--- src/rtl/seg_disp_pkg.sv ---
// Shared 7-segment definitions: active-low glyph table, page FSM states and a
// width helper that never returns zero.
package seg_disp_pkg;

   localparam logic [6:0] SEG_BLANK = 7'h7F;

   // Bit order {g,f,e,d,c,b,a}, active low; entry n is digit n
   localparam logic [9:0][6:0] DIGIT_GLYPH = {
      7'h10, 7'h00, 7'h78, 7'h02, 7'h12,
      7'h19, 7'h30, 7'h24, 7'h79, 7'h40
   };

   typedef enum logic {
      AUTO_DWELL = 1'b0,
      MANUAL     = 1'b1
   } page_state_e;

   function automatic logic [6:0] glyph(input logic [3:0] value);
      if (value <= 4'd9) begin
         return DIGIT_GLYPH[value];
      end
      return SEG_BLANK;
   endfunction

   function automatic int unsigned width_of(input int unsigned count);
      return (count <= 1) ? 1 : $clog2(count);
   endfunction

endpackage

--- src/rtl/seg_decoder.sv ---
// BCD to active-low 7-segment decoder; non-decimal codes render blank.
module seg_decoder
   import seg_disp_pkg::*;
(
   input  logic [3:0] bcd,
   output logic [6:0] seg_c
);

   assign seg_c = glyph(bcd);

endmodule

--- src/rtl/seg_display_ctrl.sv ---
// Multi-page, multi-digit 7-segment scan controller with blink, leading-zero
// blanking, decimal points and inter-digit ghost blanking.
module seg_display_ctrl
   import seg_disp_pkg::*;
#(
   parameter int unsigned CLK_HZ    = 100_000_000,
   parameter int unsigned N_DIGITS  = 4,
   parameter int unsigned N_PAGES   = 3,
   parameter int unsigned SCAN_HZ   = 1000,
   parameter int unsigned GHOST_CYC = 100,
   parameter int unsigned BLINK_HZ  = 2,
   parameter int unsigned PAGE_SEC  = 3,
   localparam int unsigned PAGE_W   = width_of(N_PAGES)
)
(
   input  logic                            clk_100MHz,
   input  logic                            reset,
   input  logic [N_PAGES*N_DIGITS*4-1:0]   page_data,
   input  logic [N_PAGES*N_DIGITS-1:0]     dp_mask,
   input  logic [N_DIGITS-1:0]             blink_mask,
   input  logic                            lz_en,
   input  logic                            auto_mode,
   input  logic                            page_next,
   input  logic                            sec_tick,
   output logic [6:0]                      seg,
   output logic                            dp,
   output logic [N_DIGITS-1:0]             an,
   output logic [PAGE_W-1:0]               page_idx
);

   localparam int unsigned SLOT     = CLK_HZ / (SCAN_HZ * N_DIGITS);
   localparam int unsigned BLINK_TC = CLK_HZ / (2 * BLINK_HZ);
   localparam int unsigned SLOT_W   = width_of(SLOT);
   localparam int unsigned BLINK_W  = width_of(BLINK_TC);
   localparam int unsigned DWELL_W  = width_of(PAGE_SEC);
   localparam int unsigned DIG_W    = width_of(N_DIGITS);

   logic [SLOT_W-1:0]   slot_q, slot_d;
   logic [DIG_W-1:0]    digit_q, digit_d;
   logic [BLINK_W-1:0]  blink_cnt_q, blink_cnt_d;
   logic                blink_hidden_q, blink_hidden_d;
   logic [DWELL_W-1:0]  dwell_q, dwell_d;
   logic [PAGE_W-1:0]   page_q, page_d;
   page_state_e         state_q, state_d;
   logic [6:0]          seg_q, seg_d;
   logic                dp_q, dp_d;
   logic [N_DIGITS-1:0] an_q, an_d;

   logic [3:0]          cur_digit [N_DIGITS];
   logic [3:0]          nibble;
   logic [6:0]          glyph_c;
   logic                advance;
   logic                upper_zero;
   logic                blank;

   // Scan position and free-running blink phase
   always_comb begin
      slot_d         = slot_q + SLOT_W'(1);
      digit_d        = digit_q;
      blink_cnt_d    = blink_cnt_q + BLINK_W'(1);
      blink_hidden_d = blink_hidden_q;
      if (slot_q == SLOT_W'(SLOT - 1)) begin
         slot_d  = '0;
         digit_d = (digit_q == DIG_W'(N_DIGITS - 1)) ? '0 : digit_q + DIG_W'(1);
      end
      if (blink_cnt_q == BLINK_W'(BLINK_TC - 1)) begin
         blink_cnt_d    = '0;
         blink_hidden_d = ~blink_hidden_q;
      end
   end

   // Page FSM: dwell counts ticks only while auto rotation is selected
   always_comb begin
      state_d = state_q;
      dwell_d = dwell_q;
      advance = 1'b0;
      case (state_q)
         MANUAL:     if (auto_mode) state_d = AUTO_DWELL;
         AUTO_DWELL: if (!auto_mode) state_d = MANUAL;
         default:    state_d = MANUAL;
      endcase
      if (!auto_mode) begin
         dwell_d = '0;
      end else if (sec_tick) begin
         if (dwell_q == DWELL_W'(PAGE_SEC - 1)) begin
            advance = 1'b1;
            dwell_d = '0;
         end else begin
            dwell_d = dwell_q + DWELL_W'(1);
         end
      end
      // A simultaneous expiry and manual step still advance only once
      if (page_next) begin
         advance = 1'b1;
         dwell_d = '0;
      end
      page_d = page_q;
      if (advance) begin
         page_d = (page_q == PAGE_W'(N_PAGES - 1)) ? '0 : page_q + PAGE_W'(1);
      end
   end

   // Current page digits and leading-zero detection above the scanned digit
   always_comb begin
      upper_zero = 1'b1;
      for (int d = 0; d < int'(N_DIGITS); d++) begin
         cur_digit[d] = page_data[(int'(page_q) * int'(N_DIGITS) + d) * 4 +: 4];
         if (d >= int'(digit_q) && cur_digit[d] != 4'd0) begin
            upper_zero = 1'b0;
         end
      end
      nibble = cur_digit[digit_q];
      blank  = (lz_en && digit_q != '0 && upper_zero) ||
               (blink_mask[digit_q] && blink_hidden_q);
   end

   seg_decoder u_seg_decoder (
      .bcd   (nibble),
      .seg_c (glyph_c)
   );

   // Output stage; the ghost window keeps all anodes dark at each slot start
   always_comb begin
      seg_d = SEG_BLANK;
      dp_d  = 1'b1;
      an_d  = '1;
      if (slot_q >= SLOT_W'(GHOST_CYC)) begin
         seg_d = blank ? SEG_BLANK : glyph_c;
         dp_d  = ~dp_mask[int'(page_q) * int'(N_DIGITS) + int'(digit_q)];
         an_d  = ~(N_DIGITS'(1) << digit_q);
      end
   end

   always_ff @(posedge clk_100MHz) begin
      if (reset) begin
         slot_q         <= '0;
         digit_q        <= '0;
         blink_cnt_q    <= '0;
         blink_hidden_q <= 1'b0;
         dwell_q        <= '0;
         page_q         <= '0;
         state_q        <= MANUAL;
         seg_q          <= SEG_BLANK;
         dp_q           <= 1'b1;
         an_q           <= '1;
      end else begin
         slot_q         <= slot_d;
         digit_q        <= digit_d;
         blink_cnt_q    <= blink_cnt_d;
         blink_hidden_q <= blink_hidden_d;
         dwell_q        <= dwell_d;
         page_q         <= page_d;
         state_q        <= state_d;
         seg_q          <= seg_d;
         dp_q           <= dp_d;
         an_q           <= an_d;
      end
   end

   assign seg      = seg_q;
   assign dp       = dp_q;
   assign an       = an_q;
   assign page_idx = page_q;

endmodule
--- config.mk ---
export PLATFORM = sky130hd
export DESIGN_NAME = seg_display_ctrl
export DESIGN_NICKNAME = d
export VERILOG_FILES = /design/src/rtl/seg_disp_pkg.sv /design/src/rtl/seg_decoder.sv /design/src/rtl/seg_display_ctrl.sv
export SDC_FILE = /design/constraint.sdc
export NUM_CORES = 1
export LEC_CHECK = 0
export CAP_MARGIN = 40
export CORE_MARGIN = 4
export CORE_UTILIZATION = 50
export CTS_CLUSTER_SIZE = 28
export DETAILED_ROUTE_END_ITERATION = 10
export GPL_TIMING_DRIVEN = 0
export PLACE_DENSITY = 0.81
export RECOVER_POWER = 50
export SLEW_MARGIN = 20
export SYNTH_ARGS = -nofsm -noshare
export SYNTH_HDL_FRONTEND = slang
export SYNTH_SLANG_ARGS = --single-unit
--- constraint.sdc ---
create_clock -name clk_100MHz -period 2.9 [get_ports clk_100MHz]
set_input_delay 0.58 -clock clk_100MHz [delete_from_list [all_inputs] [get_ports clk_100MHz]]
set_output_delay 0.58 -clock clk_100MHz [all_outputs]
set_load 0.05 [all_outputs]
==> flow_summary_export.csv <==
group,metric,value,unit
floorplanning,coreArea,6490,um2
sta,finalHoldViolCount,0,
layout,final_cell_mix,"clkdlybuf4s50_1 (67), dfxtp_1 (57), nor2_1 (56), nand2_1 (28), xor2_1 (22)",
synthesis,synth_edf_count,0,
placement,io_buffers,82,
layout,layoutNonFillerInstCount,559,
setup_path,critPathKind,"flop to flop",
route,wire_per_inst,15.2,um
clocking,cts_max_path_buffers,2,
floorplanning,die_w,90.8,um
route,post-route-drc-count,0,
route,drtIter0Drc,140,
sta,fmax,357,MHz
sta,setup_ws,0.0972,ns
layout,drive_above_1_share,0.0996,
synthesis,syn_area,3430,um2
clocking,cts_root_buf,"clkbuf_8",
synthesis,ys_seq_area_frac,0.344,
layout,antenna_cells,0,
synthesis,synthArstFlopShare,0,
floorplanning,rows,29,
synthesis,syn_avg_cell_area,8.91,um2
layout,final_common_cell,"clkdlybuf4s50_1",
setup_path,worst_setup_path_start_kind,"flop",
clocking,clk_latency,0.34,ns
grt,grt_pass1_vias,3153,
clocking,cts_tree,"yes",
clocking,htreeDepth,3,
grt,grt_pass1_wl,14200,um
layout,fillers,522,
synthesis,ys_ff_latch,59,
setup_path,crit_chain,"buf_4 -> mux2_2 -> mux4_2 -> o211ai_1 -> inv_1 -> ha_1 -> nor3b_1 -> a2111oi_2 -> o21ai_0",
sta,fin_crit_sh,0.966,
floorplanning,ios,84,
placement,hpwl,6630,um
placement,dp_cells,544,
route,ant_nets,0,
setup_path,worstPathMaxFanout,10,
sta,fin_skew,0.00952,ns
pwr,comb_power_share,0.180,
route,totalWireLength,8470,um
sta,fin_crit,2.80,ns
pwr,p_seq_frac,0.459,
job,drv_cap,0,
grt,antenna_found_initial,0,
grt,grt_max_degree,11,
sta,rsz0062_at_grt,"false",
clocking,numCtsBuffers,9,
placement,pre_cts_slack,-0.477,ns
grt,grt_use_total,0.214,
synthesis,ys_warn_count,0,
layout,synthToLayoutAreaGrowth,32.5,%
sta,whs,0.479,ns
floorplanning,start_util,0.528,
setup_path,crit_path_max_incr_delay,0.47,ns
synthesis,synthCells,385,
pwr,switching_share,0.257,
sta,max_slew_margin,0.460,
worst_hold_path,hold_class,"flop to flop",
sta,finalSetupViolCount,0,
placement,dpl_cell_area,4350,um2
floorplanning,fp.dieArea,8250,um2
clocking,clk_pin_slew_worst_paths,0.07,ns
placement,routabilityCongestion,0.913,
sta,tightest_slew,0.802,ns
run_status,status,"completed",
pwr,p_int,1.34,mW
synthesis,synth_cell_types,53,
pwr,p_clk_frac,0.360,
pwr,powerDensity,397,nW/um2
grt,overflow,0,
route,vias,3120,
sta,maxSlewViolCount,0,
pwr,p_leak,1.63,nW
route,via_per_inst,5.58,
floorplanning,die_y,90.8,um
sta,fin_setup_tns,0,ns
synthesis,synth_nets,467,
pwr,peakVddDrop,0.433,mV
setup_path,arrival,2.99,ns
setup_path,critPathSlowestCell,"mux4_2",
layout,final_net_count,561,
synthesis,synth_flop_cell,"dfxtp_1",
layout,design_area,4550,um2
setup_path,crit_required,3.08,ns
pwr,power.switching,464,uW
route,drt_first_pass_iters,4,
setup_path,worst_setup_path_end_kind,"flop",
clocking,cts.sinks,59,
==> cell usage after synthesis (5+ instances only) <==
cell       instances  area, um2
dfxtp_1           59       1180
nor2_1            57        214
nand2_1           28        105
xor2_1            22        193
mux2i_1           19        190
nand3_1           15       75.1
inv_1             14       52.6
xnor2_1           13        114
ha_1              12        150
o21ai_0           11       55.1
mux4_2            10        225
nand2b_1          10       62.6
clkbuf_1           9       33.8
a21oi_1            8       40.0
nand4_1            8       50.1
and3_1             7       43.8
nor3_1             7       35.0
a2bb2oi_1          6       52.6
o2bb2ai_1          6       52.6
and2_1             5       31.3
and4_1             5       43.8
==> critical path, delay by kind of cell, from the launching register on <==
family	cells	cell delay (ns)
adders and majority gates	1	0.23
DFF	1	0.35
buffers and inverters	2	0.29
and+or+nand+nor	1	0.16
muxes	2	0.85
AOI/OAI and AO/OA	3	0.75
==> area by class of cell <==
cell class	instances	area, um2	share of cell area
clock buffers	11	151	0.0333
multi-input cells	293	2110	0.464
inverters	15	56.3	0.0124
well taps	77	96.3	0.0212
plain buffers	18	106	0.0234
repair buffers	83	828	0.182
clock inverters	3	15.0	0.00330
flip-flops and latches	59	1180	0.260
==> per-layer routing <==
layer,share of wire,GRT usage,up-vias
met5,0,0,-
met4,0.022,0.0754,0
met3,0.085,0.0792,19
met2,0.50,0.359,107
met1,0.40,0.249,1452
li1,-,-,1542
==> what timing repair did <==
item,in CTS,in global routing
resized for setup,4,8
pin swaps,1,2
hold buffers,0,0
hold endpoints to repair,0,0
buffers inserted,1,0
setup endpoints to repair,7,7
==> final timing paths <==
check / startpoint / end / slack (ns) / cells past startpoint
worst max-delay path: page_idx[1]$_SDFFE_PP0P_ / seg[6]$_SDFF_PP1_ / 0.1 / 9
worst min-delay path: slot_q[0]$_SDFF_PP0_ / slot_q[0]$_SDFF_PP0_ / 0.48 / 1
worst max register to register: page_idx[1]$_SDFFE_PP0P_ / seg[6]$_SDFF_PP1_ / 0.1 / 9
worst min register to register: slot_q[0]$_SDFF_PP0_ / slot_q[0]$_SDFF_PP0_ / 0.48 / 1
==> per-stage QoR <==
step	util	power, mW
2_1_floorplan	-	1.02
3_3_place_gp	0.670	1.15
3_5_place_dp	0.670	1.16
4_1_cts	0.698	1.81
5_1_grt	0.700	1.90
6_report	0.700	1.81
==> flip-flops by register name (all words and copies together) (netlist names), 2 cells and up <==
| name | count |
|---|---|
| page_idx | 2 |
| digit_q | 2 |
| blink_cnt_q | 25 |
| an | 4 |
| seg | 7 |
| dwell_q | 2 |
| slot_q | 15 |
==> cell families after synthesis <==
kind of cell,share of synthesized area
mux,0.134
xor+xnor,0.0893
compound gates,0.102
fa+ha+maj,0.0438
simple gates,0.238
flops,0.344
buf+inv,0.0481
==> power groups by stage <==
stage | clock network [mW] | logic, mW | registers [mW]
4_1_cts | 0.661 | 0.317 | 0.830
2_1_floorplan | 0 | 0.166 | 0.852
5_1_grt | 0.712 | 0.354 | 0.831
3_3_place_gp | 0 | 0.299 | 0.847
6_report | 0.651 | 0.326 | 0.830
3_5_place_dp | 0 | 0.310 | 0.848
(Power assumes the default switching activity.)
